### config.mk
export PLATFORM = sky130hd
export DESIGN_NAME = permutation_controller
export DESIGN_NICKNAME = d
export VERILOG_FILES = /design/src/rtl/permutation_controller.sv
export SDC_FILE = /design/constraint.sdc
export NUM_CORES = 1
export LEC_CHECK = 0
export ABC_CLOCK_PERIOD_IN_PS = 1800
export BUFFER_PORTS_ARGS = -buffer_cell sky130_fd_sc_hd__buf_4
export CELL_PAD_IN_SITES_DETAIL_PLACEMENT = 2
export CELL_PAD_IN_SITES_GLOBAL_PLACEMENT = 2
export CORE_MARGIN = 4
export CORE_UTILIZATION = 25
export DETAILED_ROUTE_END_ITERATION = 12
export GPL_ROUTABILITY_DRIVEN = 0
export PLACE_DENSITY_LB_ADDON = 0.1
export SLEW_MARGIN = 20
export SYNTH_ARGS = -nofsm -noshare
export SYNTH_HDL_FRONTEND = slang
export SYNTH_SLANG_ARGS = --single-unit
### constraint.sdc
create_clock -name clock -period 1.8 [get_ports clock]
set_input_delay 0.27 -clock clock [delete_from_list [all_inputs] [get_ports clock]]
set_output_delay 0.27 -clock clock [all_outputs]
set_load 0.02 [all_outputs]
### src/rtl/permutation_controller.sv
// permutation_controller: round scheduler for the ASCON permutation datapath
module permutation_controller #(
    parameter int NB_ROUNDS_A = 12,
    parameter int NB_ROUNDS_B = 6
) (
    input  logic       clock,
    input  logic       reset,
    input  logic       i_start,
    input  logic       i_mode,
    input  logic       i_hold,
    output logic       o_ready,
    output logic       o_busy,
    output logic [3:0] o_round,
    output logic       o_state_en,
    output logic       o_first_round,
    output logic       o_done
);
    typedef enum logic [1:0] {IDLE = 2'd0, RUN = 2'd1, DONE = 2'd2} state_t;
    localparam logic [3:0] FIRST_A = 4'(12 - NB_ROUNDS_A);
    localparam logic [3:0] FIRST_B = 4'(12 - NB_ROUNDS_B);
    localparam logic [3:0] LAST = 4'd11;
    state_t state_q, state_d;
    logic [3:0] round_q, round_d;
    logic first_q, first_d;
    // state, round index and first-round flag registers
    always_ff @(posedge clock or posedge reset) begin
        if (reset) begin
            state_q <= IDLE;
            round_q <= 4'd0;
            first_q <= 1'b0;
        end else begin
            state_q <= state_d;
            round_q <= round_d;
            first_q <= first_d;
        end
    end
    // next state: the last round is always index 11, so only the start index depends on mode
    always_comb begin
        state_d = state_q;
        round_d = round_q;
        first_d = first_q;
        case (state_q)
            IDLE: if (i_start) begin
                state_d = RUN;
                round_d = i_mode ? FIRST_B : FIRST_A;
                first_d = 1'b1;
            end
            RUN: if (!i_hold) begin
                first_d = 1'b0;
                if (round_q == LAST) begin
                    state_d = DONE;
                    round_d = 4'd0;
                end else begin
                    round_d = round_q + 4'd1;
                end
            end
            DONE: state_d = IDLE;
            default: state_d = IDLE;
        endcase
    end
    // outputs decoded from registered state; only the round strobes see i_hold
    always_comb begin
        o_ready       = state_q == IDLE;
        o_busy        = state_q == RUN;
        o_done        = state_q == DONE;
        o_round       = o_busy ? round_q : 4'd0;
        o_state_en    = o_busy & ~i_hold;
        o_first_round = o_busy & first_q & ~i_hold;
    end
endmodule

Yosys cells after proc, flatten, opt, wreduce, memory -nomap -nowiden
Cells that the tools add are included.
{"block": "totals", "output_inout_bits": 9, "reg_bits": 7, "in_bits": 5, "word_cells": 31}
{"block": "classes", "add_sub_neg": 1, "reduce_logical": 4, "n_bitwise": 4, "n_eq_ne": 6, "n_mux": 13}
{"operator": "2-to-1 mux 4 bit", "count": 4}
{"operator": "one-hot mux 4 bit (2 select lines)", "count": 1}
{"operator": "2-to-1 mux 2 bit", "count": 3}
{"operator": "AND reduction 3 bit", "count": 2}
{"operator": "adder 4 x 1 -> 4 bit, second input constant", "count": 1}
{"operator": "== test 4 bit, second input constant", "count": 1}
{"operator": "inequality test 2 bit, second input constant", "count": 2}
{"operator": "one-hot mux 2 bit (2 select lines)", "count": 1}
{"operator": "bitwise AND 1 bit", "count": 3}
{"operator": "2-to-1 mux 3 bit", "count": 1}
{"operator": "== test 2 x 1 -> 1 bit, second input constant", "count": 1}
{"operator": "== test 2 bit, second input constant", "count": 1}
{"operator": "zero test 2 bit", "count": 1}
{"operator": "2-to-1 mux 1 bit", "count": 2}
{"operator": "inequality test 2 x 1 -> 1 bit, second input constant", "count": 1}
{"operator": "one-hot mux 1 bit (2 select lines)", "count": 1}
{"operator": "nonzero test 2 bit", "count": 1}
{"operator": "NOT 1 bit", "count": 1}

Depth between registers and ports, before layout
Gate-level depths: netlist (run 1).
{"block": "depth", "ltp_word": 4, "depth_mapped": 6, "ltp_nobuf": 5}

Worst setup path after synthesis (run 1)
OpenSTA, ideal clock, no wires.
{"block": "synth_path", "path_kind": "reg-to-output", "startpoint": "register state_q[1]", "endpoint": "output port o_first_round", "t_arrival_ns": 1.263, "required_ns": 1.530, "setup_slack_ns": 0.267, "stages_incl_launch_ff": 5, "path_buffers": 1, "path_cell_list": "dfrtp_1 -> nand2b_1 -> buf_2 -> nor2_1 -> and2_1"}
{"block": "synth_between", "elab_chain_len": 3}
{"item": "from (decl)", "line_no": "22", "source": "state_t state_q, state_d;"}
{"item": "from (signal assigned)", "line_no": "32", "source": "state_q <= state_d;"}
{"item": "== test 2 x 1 -> 1 bit", "line_no": "64", "source": "o_busy = state_q == RUN;"}
{"item": "bitwise AND 1 bit (2 in a row)", "line_no": "68", "source": "o_first_round = o_busy & first_q & ~i_hold;"}
{"item": "to (decl)", "line_no": "15", "source": "output logic o_first_round,"}
Every way passes these cells.

Final worst setup path (run 1)
{"block": "layout_path", "startpoint": "register state_q[1]", "endpoint": "output port o_round[1]"}
{"block": "layout_between", "elab_chain_len": 2}
{"item": "== test 2 x 1 -> 1 bit", "line_no": "64"}
{"item": "2-to-1 mux 4 bit", "line_no": "66", "source": "o_round = o_busy ? round_q : 4'd0;"}
{"item": "to (decl)", "line_no": "13", "source": "output logic [3:0] o_round,"}
Every way passes these cells.

==> impl_metrics.json, run 1 <==
{
  "cpLargestDelayFamily": "simple AND/OR/NAND/NOR gates",
  "cts_max_path_buffers": 2,
  "power_density_mw_per_mm2": 1900,
  "clk-insertion-delay-late_ns": 0.25,
  "path_cells": "nand2b_2, inv_1, and2_1, buf_4",
  "endpoint_kind": "output port",
  "synthCells": 47,
  "hp-class": "in -> reg",
  "switching_share_pct": 46.1,
  "synth-async-reset-ratio_pct": 100,
  "netlist.area_leader.share_pct": 43.9,
  "vias_per_cell": 4.91,
  "ys_warn_count": 0,
  "intPower_w": 0.000562,
  "die_x_um": 48.0,
  "cts_setup_buffers": 0,
  "fin_nets": 71,
  "place_worst_setup_slack_ns": 0.326,
  "fin_crit_sh_pct": 90.3,
  "cap_violations": 0,
  "total_power_w": 0.00104,
  "crit_type": "reg -> out",
  "worst_slack_ns": 0.174,
  "initial_core_util_pct": 26.5,
  "clk_pin_slew_ns": 0.05,
  "rr_startpoint": "state_q[0]",
  "synth_top_family_by_area": "simple AND/OR/NAND/NOR gates",
  "synth_commonest_cells": "dfrtp_1 (7), o21ai_0 (7), nor2_1 (6)",
  "power_leakage_nw": 0.268,
  "cp_slowest_cell": "dfrtp_1",
  "synth_xor_area_share_pct": 0,
  "ys_ff_latch": 7,
  "fin_hold_ws_ns": 0.224,
  "wire_per_inst_um": 13.8,
  "crit_buf_inv": 2,
  "die_h_um": 48.0,
  "drtIter0Drc": 3,
  "slew_headroom_pct": 76.0,
  "synth_area_leader_cell": "dfrtp_1",
  "synth.area.top_cells": "dfrtp_1 (44%), o21ai_0 (8.8%), nor2_1 (5.6%)",
  "worstReg2RegEnd": "round_q[3]",
  "startpoint_type": "flop",
  "synth_edf_count": 0,
  "core_sq_mm": 0.00151,
  "die_area_sq_mm": 0.00230,
  "comb_power_share_pct": 58.1,
  "synth-adder-area-share_pct": 3.13,
  "cp-endpoint": "o_round[1]",
  "root_buffer": "clkbuf_4",
  "io_buffers": 13,
  "pin_count": 14,
  "rows": 14,
  "synth_cell_type_count": 19,
  "fmax_ghz": 0.615,
  "grt_pass1_vias": 408,
  "required_ns": 1.53,
  "grt_max_degree": 10,
  "syn_avg_cell_area_sq_um": 8.49,
  "yosysSeqAreaShare_pct": 43.9,
  "netlist_area_sq_um": 399,
  "dp_hpwl_um": 869,
  "critPathLaunch": "state_q[1]",
  "worstPathArrival_ns": 1.36,
  "synth_compound_area_share_pct": 18.8,
  "htree_levels": 1,
  "grt_first_pass_wirelength_mm": 1.95,
  "num_vias": 393,
  "grt-ovfl-total": 0,
  "drc": 0,
  "routed_wl_mm": 1.10,
  "yosys.area_share.simple_pct": 25.7,
  "rsz0062_at_grt": "false",
  "drive_gt1_share_pct": 28.1,
  "vdd.ir_drop.worst_mv": 0.721,
  "antenna_found_initial": 0,
  "crit_path_max_fanout": 9,
  "slew_viol_final": 0,
  "switching_power_w": 0.000481,
  "setup_viol": 0,
  "fin_tns_setup_ns": 0,
  "cts_buffers": 3,
  "worst-path-stages": 4,
  "dr.pass1.iters": 4,
  "power_frac_clock_pct": 13.7,
  "worst_path_largest_cell_delay_ns": 0.39,
  "synth.area.mux_share_pct": 2.51,
  "r2r_slack_ns": 0.33,
  "n_antenna_cell": 0,
  "hold_violations": 0,
  "syn_to_final_growth_pct": 37.9,
  "cts_tree": "yes",
  "status": "completed",
  "worst-slew-pin-transition_ns": 0.358,
  "pwr-share-seq_pct": 28.2,
  "skew_ns": 0.0123,
  "grt_util_all_layers_pct": 12.4,
  "period_minus_slack_ns": 1.63,
  "synth_ff_type": "dfrtp_1",
  "cts.sinks": 7,
  "r2r_cells": 4,
  "detail-route-antenna-nets": 0,
  "synth_nets": 53
}
-- what timing repair did --
action                                  CTS  global route
resized for setup                         0             1
hold endpoints to repair                  7             0
endpoints found under the setup margin    0             2
hold buffers                              1             0
-- power by group through the flow --
stage               combinational, W  sequential, W  clock (W)
floorplan                   0.000407       0.000275          0
global placement            0.000610       0.000294          0
detailed placement          0.000614       0.000297          0
CTS                         0.000622       0.000294   0.000150
global route                0.000689       0.000310   0.000162
finish                      0.000606       0.000295   0.000143
-- flip-flops by register name (all words and copies together) (netlist names) --
signal and count:
round_q 4, first_q 1, state_q 2
-- worst register-to-register path, cell delays in order, from the launching register on --
cell and delay [ns]:
dfrtp_1 0.43, and2b_1 0.23, o21ai_2 0.11, or4_1 0.51
o21ai_0 0.09
-- placed cells by master (no fill, tap or decap) --
cell type / netlist / final
a21oi_1: 3 / 3
a221o_1: 1 / 1
a31oi_1: 1 / 1
and2_1: 3 / 3
and2b_1: 2 / 2
and4_1: 1 / 1
buf_4: 0 / 13
clkbuf_1: 0 / 1
clkbuf_4: 0 / 3
dfrtp_1: 7 / 7
dlygate4sd3_1: 0 / 1
ha_1: 1 / 1
inv_1: 5 / 5
mux2i_1: 1 / 1
nand2_1: 2 / 2
nand2b_1: 2 / 1
nand2b_2: 0 / 1
nand3_1: 1 / 1
nor2_1: 6 / 6
nor3_1: 1 / 1
o21ai_0: 7 / 7
o21ai_2: 1 / 1
or4_1: 1 / 1
-- worst min-delay path by stage --
| stage | startpoint | end | cells past startpoint |
|---|---|---|---|
| final | i_hold | state_q[1] | 2 |
| after detailed placement | reset | state_q[0] | 2 |
| after global placement | reset | round_q[0] | 2 |
| after CTS | i_hold | state_q[1] | 2 |
| after global routing | i_hold | state_q[1] | 2 |
| after floorplan | reset | first_q | 1 |
-- kinds of logic (layout without fill, tap and decap cells) --
logic type	count (synthesis)	count (layout)
buffers and inverters	6	23
AOI/OAI and AO/OA	13	13
muxes	1	1
adders and majority gates	1	1
and+or+nand+nor	19	19
DFF	7	7
-- metrics by stage --
| stage | cells | utilization [%] | area [sq um] |
|---|---|---|---|
| 2_1_floorplan | 47 | - | 399 |
| 4_1_cts | 80 | 36.4 | 548 |
| 3_5_place_dp | 75 | 34.0 | 512 |
| 3_3_place_gp | 75 | 34.0 | 512 |
| 5_1_grt | 80 | 36.5 | 551 |
| 6_report | 80 | 36.5 | 551 |
-- layout make-up --
| class | count | area [sq um] |
|---|---|---|
| Clock buffer | 4 | 26.3 |
| Fill cell | 179 | 956 |
| Inverter | 5 | 18.8 |
| Multi-Input combinational cell | 34 | 203 |
| Sequential cell | 7 | 175 |
| Tap cell | 16 | 20.0 |
| Timing Repair Buffer | 14 | 108 |
-- metal layers --
metal	vias up	track usage [%]	share of wire, %
met3	2	4.51	5.9
li1	192	-	-
met5	-	0	0
met4	0	3.23	0.73
met2	8	19.3	48
met1	191	16.3	45
No activity file was read; power rests on OpenSTA's default activity.
==> run 2: changes to the inputs <==
--- a/config.mk
+++ b/config.mk
@@ -13,7 +13,7 @@
 export CORE_UTILIZATION = 25
 export DETAILED_ROUTE_END_ITERATION = 12
 export GPL_ROUTABILITY_DRIVEN = 0
-export PLACE_DENSITY_LB_ADDON = 0.1
+export PLACE_DENSITY = 0.78
 export SLEW_MARGIN = 20
 export SYNTH_ARGS = -nofsm -noshare
 export SYNTH_HDL_FRONTEND = slang
==> impl_metrics.json, run 2 (synthesis gave the netlist of run 1 again) <==
{
  "status": "completed",
  "regArea_sq_um": 175,
  "worstReg2RegEnd": "round_q[3]",
  "power_leakage_nw": 0.271,
  "num_vias": 397,
  "worstPathArrival_ns": 1.42,
  "multi_input_area_sq_um": 203,
  "syn_to_final_growth_pct": 38.2,
  "rsz0062_at_grt": "false",
  "power_density_mw_per_mm2": 1920,
  "grt_first_pass_wirelength_mm": 1.84,
  "root_buffer": "clkbuf_4",
  "final_util_pct": 36.6,
  "cpLargestDelayFamily": "simple AND/OR/NAND/NOR gates",
  "final_cell_mix": "buf_4 (13), o21ai_0 (7), dfrtp_1 (7), nor2_1 (6), inv_1 (5)",
  "crit_path_max_fanout": 9,
  "wire_per_inst_um": 14.2,
  "cap_violations": 0,
  "cts_setup_buffers": 0,
  "grt_pass1_vias": 423,
  "whs_path_depth": 2,
  "startpoint_type": "flop",
  "core_sq_mm": 0.00151,
  "initial_core_util_pct": 26.5,
  "layout_commonest_cell": "buf_4",
  "dr.pass1.iters": 3,
  "vias_per_cell": 4.96,
  "hold_end": "state_q[1]",
  "required_ns": 1.53,
  "top_register": "round_q",
  "die_h_um": 48.0,
  "fmax_ghz": 0.592,
  "setup_viol": 0,
  "cts_max_path_buffers": 2,
  "n_antenna_cell": 0,
  "drtIter0Drc": 1,
  "r2r_slack_ns": 0.36,
  "min_from": "i_hold",
  "fin_nets": 71,
  "die_area_sq_mm": 0.00230,
  "worst-slew-pin-transition_ns": 0.371,
  "rr_startpoint": "state_q[0]",
  "worst_path_largest_cell_delay_ns": 0.40,
  "hold_violations": 0,
  "die_x_um": 48.0,
  "critPathLaunch": "state_q[1]",
  "n_fill_cell": 178,
  "grt_util_all_layers_pct": 11.8,
  "cts_buffers": 3,
  "grt_max_degree": 10,
  "crit_buf_inv": 2,
  "pin_count": 14,
  "period_minus_slack_ns": 1.69,
  "antenna_found_initial": 0,
  "io_buffers": 13,
  "hp-class": "in -> reg",
  "rows": 14,
  "dp_hpwl_um": 927,
  "cts_tree": "yes",
  "largest_reg_flops": 4,
  "endpoint_kind": "output port",
  "fin_tns_setup_ns": 0,
  "cp_slowest_cell": "dfrtp_1",
  "skew_ns": 0.00486,
  "crit_type": "reg -> out",
  "routed_wl_mm": 1.14,
  "clk-insertion-delay-late_ns": 0.26,
  "slew_viol_final": 0,
  "grt-ovfl-total": 0,
  "htree_levels": 1,
  "vdd.ir_drop.worst_mv": 0.559,
  "clk_pin_slew_ns": 0.06,
  "drc": 0,
  "path_cells": "nand2b_2, inv_1, and2_1, buf_4",
  "drive_gt1_share_pct": 29.7,
  "detail-route-antenna-nets": 0,
  "fin_crit_sh_pct": 93.9,
  "slew_headroom_pct": 75.1,
  "largestRegisters": "round_q x4, state_q x2, first_q x1",
  "r2r_cells": 4,
  "cts.sinks": 7
}
## run 2: cell count changes in the layout (fill, tap and decap cells not counted), sizes merged
cell,before,now
clkbuf,4,3
clkinv,0,1
## run 2: worst max path at each step
| stage | cells past startpoint | to |
|---|---|---|
| after global placement | 4 | o_round[1] |
| after detailed placement | 4 | o_round[0] |
| after floorplan | 4 | o_first_round |
| final | 4 | o_round[0] |
| after CTS | 4 | o_round[0] |
| after global routing | 4 | o_round[0] |
## run 2: metrics by stage
stage / instance area (sq um) / instances / hold WS [ns] / setup slack, ns / power (W)
6_report: 552 / 80 / 0.202 / 0.111 / 0.00106
5_1_grt: 552 / 80 / 0.206 / 0.00701 / 0.00117
4_1_cts: 549 / 80 / 0.200 / 0.0202 / 0.00108
3_5_place_dp: 512 / 75 / 0.239 / 0.320 / 0.000916
3_3_place_gp: 512 / 75 / 0.233 / 0.371 / 0.000896
2_1_floorplan: 399 / 47 / 0.0734 / 0.267 / 0.000682
## run 2: metal layers
layer / GRT usage, % / up-vias / part of all wire [%]
met2: 20.3 / 11 / 52
met1: 13.6 / 190 / 40
met3: 3.38 / 2 / 5.8
met4: 4.84 / 0 / 1.5
met5: 0 / - / 0
li1: - / 194 / -
## run 2: cell type report
cell class	count	share of cell area [%]
Multi-Input combinational cell	34	36.7
Inverter	5	3.40
Sequential cell	7	31.7
Tap cell	16	3.63
Timing Repair Buffer	14	19.5
Clock inverter	1	0.907
Clock buffer	3	4.08
## run 2: power by group
part	internal (W)	switching (W)	leakage, nW
registers	0.000227	0.0000633	0.0870
clock network	0.0000820	0.0000718	0.0177
logic	0.000249	0.000366	0.166
## run 2: timing repair
item                       4_1_cts  5_1_grt
resized for setup                0        1
hold buffers                     1        0
setup endpoints to repair        0        3
hold endpoints to repair         7        0
